<file path="src/rtl/luz_arbiter.sv">
// Round-robin arbiter sharing one light between N_REQ debounced push-buttons.
// Each grant lights sLuz for ON_CYCLES; the owner can cancel early by pressing again.
module luz_arbiter #(
    parameter int N_REQ           = 4,
    parameter int OWNER_W         = 2,
    parameter int DEBOUNCE_CYCLES = 4,
    parameter int ON_CYCLES       = 16,
    parameter int CNT_W           = 8
) (
    input  logic               sClk,
    input  logic               sReset,
    input  logic [N_REQ-1:0]   sButton,
    output logic               sLuz,
    output logic [OWNER_W-1:0] sOwner,
    output logic               sBusy,
    output logic [N_REQ-1:0]   sPending
);

    localparam logic [CNT_W-1:0]   DEB_LAST  = CNT_W'(DEBOUNCE_CYCLES - 1);
    localparam logic [CNT_W-1:0]   DEB_MAX   = CNT_W'(DEBOUNCE_CYCLES);
    localparam logic [CNT_W-1:0]   ON_LOAD   = CNT_W'(ON_CYCLES - 1);
    localparam logic [OWNER_W-1:0] OWNER_RST = OWNER_W'(N_REQ - 1);

    typedef enum logic [1:0] {IDLE, ON, RELEASE} stateT;

    stateT              state;
    logic [CNT_W-1:0]   timer;
    logic [N_REQ-1:0]   debRise;
    logic [N_REQ-1:0]   clrMask;
    logic [OWNER_W-1:0] winner;
    logic [OWNER_W-1:0] cand;
    logic               found;

    generate
        for (genvar gi = 0; gi < N_REQ; gi++) begin : gReq
            logic             sync1;
            logic             sync2;
            logic             level;
            logic             levelDly;
            logic [CNT_W-1:0] cnt;

            always_ff @(posedge sClk or negedge sReset) begin
                if (!sReset) begin
                    sync1    <= 1'b0;
                    sync2    <= 1'b0;
                    level    <= 1'b0;
                    levelDly <= 1'b0;
                    cnt      <= '0;
                end else begin
                    sync1    <= sButton[gi];
                    sync2    <= sync1;
                    levelDly <= level;
                    if (!sync2) begin
                        cnt   <= '0;
                        level <= 1'b0;
                    end else if (cnt != DEB_MAX) begin
                        // level rises on the same edge the counter saturates
                        cnt <= cnt + 1'b1;
                        if (cnt == DEB_LAST) begin
                            level <= 1'b1;
                        end
                    end
                end
            end

            assign debRise[gi] = level & ~levelDly;
        end
    endgenerate

    // Search for the next pending requester starting just after the current owner.
    always_comb begin
        winner = sOwner;
        found  = 1'b0;
        cand   = '0;
        for (int k = 1; k <= N_REQ; k++) begin
            cand = OWNER_W'((int'(sOwner) + k) % N_REQ);
            if (!found && sPending[cand]) begin
                found  = 1'b1;
                winner = cand;
            end
        end
    end

    always_comb begin
        clrMask = '0;
        case (state)
            IDLE:    if (found) clrMask[winner] = 1'b1;
            ON:      if (sPending[sOwner]) clrMask[sOwner] = 1'b1;
            default: clrMask = '0;
        endcase
    end

    always_ff @(posedge sClk or negedge sReset) begin
        if (!sReset) begin
            state    <= IDLE;
            timer    <= '0;
            sLuz     <= 1'b0;
            sBusy    <= 1'b0;
            sOwner   <= OWNER_RST;
            sPending <= '0;
        end else begin
            sPending <= (sPending & ~clrMask) | debRise;
            case (state)
                IDLE: begin
                    if (found) begin
                        state  <= ON;
                        sLuz   <= 1'b1;
                        sBusy  <= 1'b1;
                        sOwner <= winner;
                        timer  <= ON_LOAD;
                    end
                end
                ON: begin
                    // owner re-press and expiry both end the grant in one step
                    if (sPending[sOwner] || timer == '0) begin
                        state <= RELEASE;
                        sLuz  <= 1'b0;
                    end else begin
                        timer <= timer - 1'b1;
                    end
                end
                RELEASE: begin
                    state <= IDLE;
                    sBusy <= 1'b0;
                end
                default: begin
                    state <= IDLE;
                    sLuz  <= 1'b0;
                    sBusy <= 1'b0;
                end
            endcase
        end
    end

endmodule

</file>
<file path="config.mk">
export PLATFORM = sky130hd
export DESIGN_NAME = luz_arbiter
export DESIGN_NICKNAME = d
export VERILOG_FILES = /design/src/rtl/luz_arbiter.sv
export SDC_FILE = /design/constraint.sdc
export NUM_CORES = 1
export LEC_CHECK = 0
export ABC_AREA = 0
export ABC_CLOCK_PERIOD_IN_PS = 7300
export BUFFER_PORTS_ARGS = -buffer_cell sky130_fd_sc_hd__buf_2
export CAP_MARGIN = 20
export CORE_ASPECT_RATIO = 0.7
export CORE_MARGIN = 3
export CORE_UTILIZATION = 39
export DETAILED_ROUTE_END_ITERATION = 16
export GPL_TIMING_DRIVEN = 0
export PLACE_DENSITY_LB_ADDON = 0.25
export SYNTH_ARGS = -nofsm -noshare
export SYNTH_HDL_FRONTEND = slang
export SYNTH_SLANG_ARGS = --single-unit
</file>
<file path="constraint.sdc">
create_clock -name sClk -period 7.3 [get_ports sClk]
set_clock_uncertainty 0.2 [all_clocks]
set_input_delay 0.365 -clock sClk [delete_from_list [all_inputs] [get_ports sClk]]
set_output_delay 0.365 -clock sClk [all_outputs]
set_load 0.005 [all_outputs]
</file>
==> impl_metrics.ini, run 1 <==
[critical_path]
end_kind = flop
critPathKind = reg -> reg
crit_arrival_ns = 3.18
crit_fanout = 10
cp.required_ns = 7.31
critPathLaunchType = flop
reg2reg_slack_ns = 4.14

[global_route]
antenna_found_initial = 0
gr-total-overflow = 0
grt_max_degree = 67
grtUsageTotal_pct = 13.89
grt_pass1_vias = 2151
grt_pass1_wl_um = 10430

[yosys]
syn_inst = 312
yosysTopAreaCell = dfrtp_1
ys_ff_latch = 66
async_flop_share_pct = 100.0
synth.distinct_cells = 56
netlist_area_um2 = 3333
synth.most_common_cell = dfrtp_1
yosysTopAreaCellShare_pct = 48.05
yosysSeqAreaShare_pct = 49.62
syn_nets = 332
synth_commonest_cells = dfrtp_1 (64), nand2_1 (28), nor2_1 (21)
synth_top_flop_cell = dfrtp_1
ys_top_cells_by_area = dfrtp_1 (48%), ha_1 (5.3%), xnor2_1 (5.0%)
yosysWarnings = 0
syn_avg_cell_area_um2 = 10.68
synth_edf_count = 0

[place]
post-place-ws_ns = 4.170
place_hpwl_um = 3781
port_buffers = 13
gp_congestion = 0.8004

[cells_and_area]
diodes = 0
utilization_pct = 47.85
syn_to_final_growth_pct = 15.92
nets = 361
drive_above_1_share_pct = 17.34

[job]
maxCapViolations = 0

[floorplan]
num_io_pins = 14
core-area_um2 = 8074
dieArea_um2 = 9709
die_h_um = 83.35
die_x_um = 116.5
fp-row-count = 27
start_util_pct = 41.28

[route]
drt-total-wl_um = 5725
vias = 2229
drc = 0
drt-vias-per-instance = 4.987
antenna_left = 0
drtIter0Drc = 89
wl_per_cell_um = 12.81
first_pass_iters = 4

[timing]
min_period_ns = 3.165
slew_violations = 0
postLayoutSetupSlackWorst_ns = 4.135
finalSetupViolCount = 0
max_slew.worst_pin.slew_ns = 0.8423
max_clock_freq_mhz = 316.0
slew_headroom_pct = 43.85
fin_setup_tns_ns = 0
post-route-period-util_pct = 43.35
hold_viol = 0
rsz0062_at_grt = false

[power_and_ir_drop]
p_clk_share_pct = 29.9
internal_power_mw = 0.8976
p_comb_share_pct = 35.2
power_switching_mw = 0.4812
switching_share_pct = 34.90
p_per_area_nw_per_um2 = 356.9
p_leak_nw = 1.693
power_frac_seq_pct = 34.9
ir_drop_mv = 0.1471

[clock_tree]
cts_root_buf = clkbuf_16
cts_made_buffers = 9
post_cts_resized = 0
htreeDepth = 3
clockBufferDepth = 2
path_clk_slew_ns = 0.06
clk_latency_ns = 0.33
clkSinkCount = 66
cts_tree = done

[outcome]
outcome = completed

[min_path]
hp-class = reg -> reg
power by group through the flow:
stage	Combinational, mW	Clock [mW]	Sequential (mW)
3_3_place_gp	0.476	0	0.486
4_1_cts	0.487	0.426	0.481
5_1_grt	0.547	0.445	0.493
2_1_floorplan	0.385	0	0.474
6_report	0.485	0.413	0.481
3_5_place_dp	0.483	0	0.487
logic make-up (layout without fill, tap and decap cells):
kind of cell               count (synthesis)  count (layout)  share of synthesized area [%]
adders and majority gates                 14              14                          5.255
xor gates and xnor gates                  22              22                          5.781
AOI/OAI and AO/OA                         51              51                          12.28
muxes                                      7               7                          2.928
DFF                                       66              66                          49.62
and+or+nand+nor                          126             126                          20.61
buffers and inverters                     26              60                          3.528
what timing repair did:
item                      CTS  global route
hold buffers                5             0
hold endpoints to repair   68             0
setup buffers               0             0
worst paths after layout:
check / start / end / depth (start not counted)
max: sOwner[0]$_DFFE_PN1P_ / sPending[2]$_DFF_PN0_ / 9
min: gReq[2].sync1$_DFF_PN0_ / gReq[2].sync2$_DFF_PN0_ / 0
max reg2reg: sOwner[0]$_DFFE_PN1P_ / sPending[2]$_DFF_PN0_ / 9
min reg2reg: gReq[2].sync1$_DFF_PN0_ / gReq[2].sync2$_DFF_PN0_ / 0
max in group asynchronous: sReset / gReq[3].cnt[5]$_DFFE_PN0P_ / 2
min in group asynchronous: sReset / gReq[2].cnt[5]$_DFFE_PN0P_ / 2
cell type report:
cell class | instances | area [um2]
fillers | 751 | 4210
repair buffers | 18 | 117.6
plain buffers | 5 | 38.79
multi-input cells | 220 | 1562
inverters | 21 | 78.83
clock inverters | 6 | 57.56
well taps | 101 | 126.4
flip-flops and latches | 66 | 1654
clock buffers | 10 | 229.0
registers in the layout, indices dropped and copies added, names as in the netlist:
| name | count |
|---|---|
| gReq.cnt | 32 |
| gReq.level | 4 |
| gReq.levelDly | 4 |
| gReq.sync1 | 4 |
| gReq.sync2 | 4 |
| sBusy | 1 |
| sLuz | 1 |
| sOwner | 2 |
| sPending | 4 |
| state | 2 |
| timer | 8 |
metal layers:
layer  share of wire, %  vias up  global-route usage (%)
met5                  0        -                       0
li1                   -     1132                       -
met4               0.84        0                   4.426
met2                 38       35                   17.29
met3                5.1        8                   6.409
met1                 56     1054                   20.90
cells in the final DEF, fill, tap and decap left out, drive strengths merged, types with 6 or more instances in the layout:
cell type,count
clkbuf,11
o21ai,13
a21boi,7
a21oi,8
ha,14
xnor2,19
buf,17
a31oi,6
nor2b,11
nand2,29
inv,21
and2,20
nand3,11
nor2,22
nor3,8
dfrtp,64
through the flow:
| stage | hold WS [ns] | cell area [um2] | total power, mW | std cells |
|---|---|---|---|---|
| finish | 0.1415 | 3864 | 1.379 | 447 |
| global route | 0.1484 | 3864 | 1.485 | 447 |
| CTS | 0.1449 | 3864 | 1.394 | 447 |
| detailed placement | 0.1356 | 3527 | 0.9695 | 426 |
| global placement | 0.1336 | 3525 | 0.9621 | 426 |
| floorplan | -0.1306 | 3333 | 0.8583 | 312 |
worst max-delay path: stages (launching register included):
cell,delay [ns]
dfstp_2,0.60
buf_4,0.21
inv_2,0.09
ha_1,0.28
buf_2,0.18
a221oi_2,0.33
o211ai_4,0.16
a311oi_2,0.54
nand2_1,0.16
a32o_1,0.29
Power figures use the tool's default switching activity.
==> run 2: changes to the inputs <==
--- a/config.mk
+++ b/config.mk
@@ -6,7 +6,7 @@
 export NUM_CORES = 1
 export LEC_CHECK = 0
 export ABC_AREA = 0
-export ABC_CLOCK_PERIOD_IN_PS = 7300
+export ABC_CLOCK_PERIOD_IN_PS = 3300
 export BUFFER_PORTS_ARGS = -buffer_cell sky130_fd_sc_hd__buf_2
 export CAP_MARGIN = 20
 export CORE_ASPECT_RATIO = 0.7
==> constraint.sdc (replaced) <==
create_clock -name sClk -period 3.3 [get_ports sClk]
set_clock_uncertainty 0.2 [all_clocks]
set_input_delay 0.165 -clock sClk [delete_from_list [all_inputs] [get_ports sClk]]
set_output_delay 0.165 -clock sClk [all_outputs]
set_load 0.005 [all_outputs]
==> run 2 against run 1 <==
- worst setup slack got worse by 3.9 ns
- fmax increased by 2.1%
- cell area increased by 0.29%
- die area unchanged
- clock-buffer cell count unchanged
- routed wire length about the same
- register-to-register slack got worse by 3.9 ns
- core utilization increased by 0.14 points
- sequential power increased by 120%
- critical path type unchanged
- largest power group unchanged
==> impl_metrics.ini, run 2 (synthesis results as in run 1) <==
[timing]
max_slew.worst_pin.slew_ns = 0.8423
min_period_ns = 3.100
post-route-period-util_pct = 93.93
fin_setup_tns_ns = 0
max_clock_freq_mhz = 322.6
hold_viol = 0
finalSetupViolCount = 0
slew_violations = 0
slew_headroom_pct = 43.84
rsz0062_at_grt = false

[critical_path]
cp.required_ns = 3.31
path_buf_inv = 3
cpMaxStageDelayCell = dfstp_2
crit_family = compound AO/OA/AOI/OAI gates
end_kind = flop
critPathMaxStageDelay_ns = 0.60
crit_chain = buf_4, inv_2, ha_1, buf_2, a221oi_2, o211ai_4, a211oi_2, a311oi_4, nand2_1, a32o_1
timing.rr.end = sPending[2]$_DFF_PN0_
crit_arrival_ns = 3.11
crit_fanout = 10
reg2reg_depth = 10
rr_startpoint = sOwner[0]$_DFFE_PN1P_
critPathLaunchType = flop
reg2reg_slack_ns = 0.20
critPathKind = reg -> reg

[place]
port_buffers = 13
place_hpwl_um = 3781
gp_congestion = 0.8004
placedCellCount = 426

[min_path]
hp-class = reg -> reg
holdPathEnd = gReq[2].sync2$_DFF_PN0_
holdPathStages = 0
min_from = gReq[2].sync1$_DFF_PN0_

[power_and_ir_drop]
ir_drop_mv = 0.3255
power_mw = 3.081
p_leak_nw = 1.695
p_per_area_nw_per_um2 = 795.1

[route]
antenna_left = 0
drtIter0Drc = 93
wl_per_cell_um = 12.80
drt-vias-per-instance = 4.989
drc = 0
drt-total-wl_um = 5723
first_pass_iters = 5
vias = 2230

[floorplan]
die_h_um = 83.35
die_x_um = 116.5
core-area_um2 = 8074
num_io_pins = 14
dieArea_um2 = 9709
start_util_pct = 41.28
fp-row-count = 27

[global_route]
antenna_found_initial = 0
gr-total-overflow = 0
grtUsageTotal_pct = 13.89
grt_pass1_vias = 2151
grt_pass1_wl_um = 10430
grt_max_degree = 67

[job]
maxCapViolations = 0

[cells_and_area]
nets = 361
drive_above_1_share_pct = 17.34
largestRegisters = gReq.cnt: 32 flops, timer: 8 flops
largest_reg_flops = 32
fillers = 752
diodes = 0
mostFrequentLayoutCells = dfrtp_1 (64), nand2_1 (28), nor2_1 (21)
utilization_pct = 47.99
final_cells = 447
syn_to_final_growth_pct = 16.25
top_register = gReq.cnt
final_common_cell = dfrtp_1

[clock_tree]
cts_tree = done
cts_root_buf = clkbuf_16
cts_made_buffers = 9
clk_latency_ns = 0.33
path_clk_slew_ns = 0.06
clkSinkCount = 66
clockBufferDepth = 2
htreeDepth = 3

[outcome]
outcome = completed
==> run 2: cell counts in the layout (fill, tap and decap cells not counted) <==
No cell type changed its count.
==> run 2: worst register-to-register path: stages (launching register included) <==
cell,delay (ns)
dfstp_2,0.60
buf_4,0.22
inv_2,0.09
ha_1,0.27
buf_2,0.21
a221oi_2,0.10
o211ai_4,0.33
a211oi_2,0.14
a311oi_4,0.38
nand2_1,0.15
a32o_1,0.28
==> run 2: through the flow <==
step           setup WS, ns  hold slack, ns  area [um2]
2_1_floorplan        0.4668         -0.3306        3333
3_3_place_gp         0.1314         0.07452        3525
3_5_place_dp         0.1698         0.07431        3527
4_1_cts              0.1390          0.1449        3864
5_1_grt             0.02762          0.1484        3875
6_report             0.2002          0.1416        3875
==> run 2: where the power goes <==
group / leakage, nW / switching [mW] / internal, mW
Combinational: 0.699 / 0.613 / 0.490
Sequential: 0.854 / 0.134 / 0.931
Clock: 0.142 / 0.335 / 0.578
==> run 2: worst max path at each step <==
stage	start	endpoint	slack [ns]	cells after the start
final	sOwner[0]$_DFFE_PN1P_	sPending[2]$_DFF_PN0_	0.20	10
after global routing	sOwner[0]$_DFFE_PN1P_	sPending[2]$_DFF_PN0_	0.03	10
after CTS	sOwner[0]$_DFFE_PN1P_	sPending[2]$_DFF_PN0_	0.14	9
after detailed placement	sOwner[0]$_DFFE_PN1P_	sPending[2]$_DFF_PN0_	0.17	9
after global placement	sOwner[0]$_DFFE_PN1P_	sPending[2]$_DFF_PN0_	0.13	9
after floorplan	sOwner[0]$_DFFE_PN1P_	sPending[0]$_DFF_PN0_	0.47	9
==> run 2: timing repair <==
| item | 4_1_cts | 5_1_grt |
|---|---|---|
| hold endpoints to repair | 68 | 0 |
| hold buffers | 5 | 0 |
| setup endpoints to repair | 0 | 1 |
| buffers inserted | 0 | 0 |
| gates resized for setup | 0 | 1 |
==> run 2: cell type report <==
cell class / instances / area [um2] / area share, %
Sequential cell: 66 / 1654 / 42.69
Timing Repair Buffer: 18 / 117.6 / 3.035
Inverter: 21 / 78.83 / 2.034
Tap cell: 101 / 126.4 / 3.261
Clock inverter: 6 / 57.56 / 1.485
Multi-Input combinational cell: 220 / 1573 / 40.59
Buffer: 5 / 38.79 / 1.001
Clock buffer: 10 / 229.0 / 5.909
==> run 2: per-layer routing <==
layer  wire [um]  share of wire (%)  up-vias  track usage, %
li1            -                  -     1131               -
met1        3158                 55     1058           20.90
met2        2206                 39       32           17.29
met3         306                5.3        9           6.409
met4          51               0.89        0           4.426
met5           0                  0        -               0
==> run 3: changes to the inputs <==
--- a/config.mk
+++ b/config.mk
@@ -11,7 +11,7 @@
 export CAP_MARGIN = 20
 export CORE_ASPECT_RATIO = 0.7
 export CORE_MARGIN = 3
-export CORE_UTILIZATION = 39
+export CORE_UTILIZATION = 61
 export DETAILED_ROUTE_END_ITERATION = 16
 export GPL_TIMING_DRIVEN = 0
 export PLACE_DENSITY_LB_ADDON = 0.25
==> run 3 against run 2 <==
- sequential share of layout area grew 0.83 points
- die area shrank 34%
- routed wire length shrank 2.6%
- cell area shrank 1.9%
- first-iteration DRC count grew 6.5%
- global-route usage grew 6.4 points
- clock-buffer cell count grew 2
- highest routed layer unchanged
==> impl_metrics.ini, run 3 (synthesis results as in run 1) <==
[floorplan]
die_x_um = 94.35
start_util_pct = 66.42
die_h_um = 67.85
core-area_um2 = 5019
num_io_pins = 14
dieArea_um2 = 6401
fp-row-count = 21

[cells_and_area]
diodes = 0
nets = 361
largestRegisters = gReq.cnt: 32 flops, timer: 8 flops
final_common_cell = dfrtp_1
largest_reg_flops = 32
mostFrequentLayoutCells = dfrtp_1 (64), nand2_1 (28), nor2_1 (21)
drive_above_1_share_pct = 17.34
syn_to_final_growth_pct = 14.04
top_register = gReq.cnt

[power_and_ir_drop]
ir_drop_mv = 0.3647
power_mw = 3.006
p_per_area_nw_per_um2 = 790.8
p_leak_nw = 1.676

[timing]
slew_violations = 0
slew_headroom_pct = 46.13
rsz0062_at_grt = false
max_slew.worst_pin.slew_ns = 0.8081
fin_setup_tns_ns = 0
whs_ns = 0.1533
max_clock_freq_mhz = 329.5
finalSetupViolCount = 0
post-route-period-util_pct = 91.98
hold_viol = 0
min_period_ns = 3.035

[global_route]
grtUsageTotal_pct = 20.29
gr-total-overflow = 0
antenna_found_initial = 0
grt_pass1_wl_um = 9867
grt_max_degree = 67
grt_pass1_vias = 2204

[clock_tree]
clkSinkCount = 66
cts_made_buffers = 9
cts_root_buf = clkbuf_8
clockBufferDepth = 2
cts_tree = done
htreeDepth = 3
cts_setup_buffers = 0
path_clk_slew_ns = 0.07
clk_latency_ns = 0.34

[critical_path]
critPathKind = reg -> reg
crit_arrival_ns = 3.06
timing.rr.end = sPending[2]$_DFF_PN0_
startpoint = sOwner[0]$_DFFE_PN1P_
end_kind = flop
rr_startpoint = sOwner[0]$_DFFE_PN1P_
cp.required_ns = 3.32
reg2reg_depth = 10
crit_fanout = 10
critPathLaunchType = flop
reg2reg_slack_ns = 0.26

[route]
drt-vias-per-instance = 5.448
vias = 2261
drtIter0Drc = 99
antenna_left = 0
first_pass_iters = 4
wl_per_cell_um = 13.43
drc = 0
drt-total-wl_um = 5574

[place]
place_hpwl_um = 3754
gp_congestion = 0.8476
port_buffers = 13

[min_path]
hp-class = reg -> reg
holdPathEnd = gReq[1].sync2$_DFF_PN0_
holdPathStages = 0
min_from = gReq[1].sync1$_DFF_PN0_

[outcome]
outcome = completed

[job]
maxCapViolations = 0
## run 3: repair_timing
item / in CTS / in global routing
hold buffers: 5 / 0
hold endpoints to repair: 68 / 0
endpoints found under the setup margin: 0 / 2
resized for setup: 0 / 1
## run 3: worst max-delay path by stage
stage / end / slack, ns / depth (start not counted)
after floorplan: sPending[0]$_DFF_PN0_ / 0.47 / 9
after global placement: sPending[0]$_DFF_PN0_ / 0.26 / 9
after detailed placement: sPending[2]$_DFF_PN0_ / 0.24 / 9
after CTS: sPending[2]$_DFF_PN0_ / 0.20 / 9
after global routing: sPending[1]$_DFF_PN0_ / 0.06 / 10
final: sPending[2]$_DFF_PN0_ / 0.26 / 10
## run 3: cell type report
| class | count | area [um2] |
|---|---|---|
| flip-flops and latches | 66 | 1654 |
| inverters | 21 | 78.83 |
| multi-input cells | 220 | 1573 |
| well taps | 69 | 86.33 |
| clock buffers | 12 | 155.1 |
| plain buffers | 5 | 38.79 |
| clock inverters | 4 | 97.59 |
| repair buffers | 18 | 117.6 |
| fillers | 329 | 1217 |
## run 3: metrics by stage
step | std cells | setup slack (ns) | util [%] | cell area, um2
floorplan | 312 | 0.4668 | - | 3333
global placement | 394 | 0.2614 | 69.43 | 3485
detailed placement | 394 | 0.2445 | 69.48 | 3487
CTS | 415 | 0.2002 | 75.52 | 3790
global route | 415 | 0.05539 | 75.74 | 3801
finish | 415 | 0.2647 | 75.74 | 3801
## run 3: per-layer routing
layer	global-route usage (%)	wire length (um)
met1	26.63	2835
met2	32.24	2433
met3	6.813	256
met4	6.667	48
met5	0	0
## run 3: critical path: stages (launching register included)
cell and delay, ns:
dfstp_2 0.60, buf_4 0.22, inv_2 0.09, ha_1 0.29
buf_2 0.22, a221oi_2 0.10, o211ai_4 0.33, a211oi_2 0.14
a311oi_4 0.37, nand2_1 0.11, a32o_1 0.26
## run 3: report_power, final
group | internal [mW] | switching [mW] | leakage [nW]
Combinational | 0.491 | 0.615 | 0.699
Sequential | 0.930 | 0.136 | 0.854
Clock | 0.543 | 0.291 | 0.123
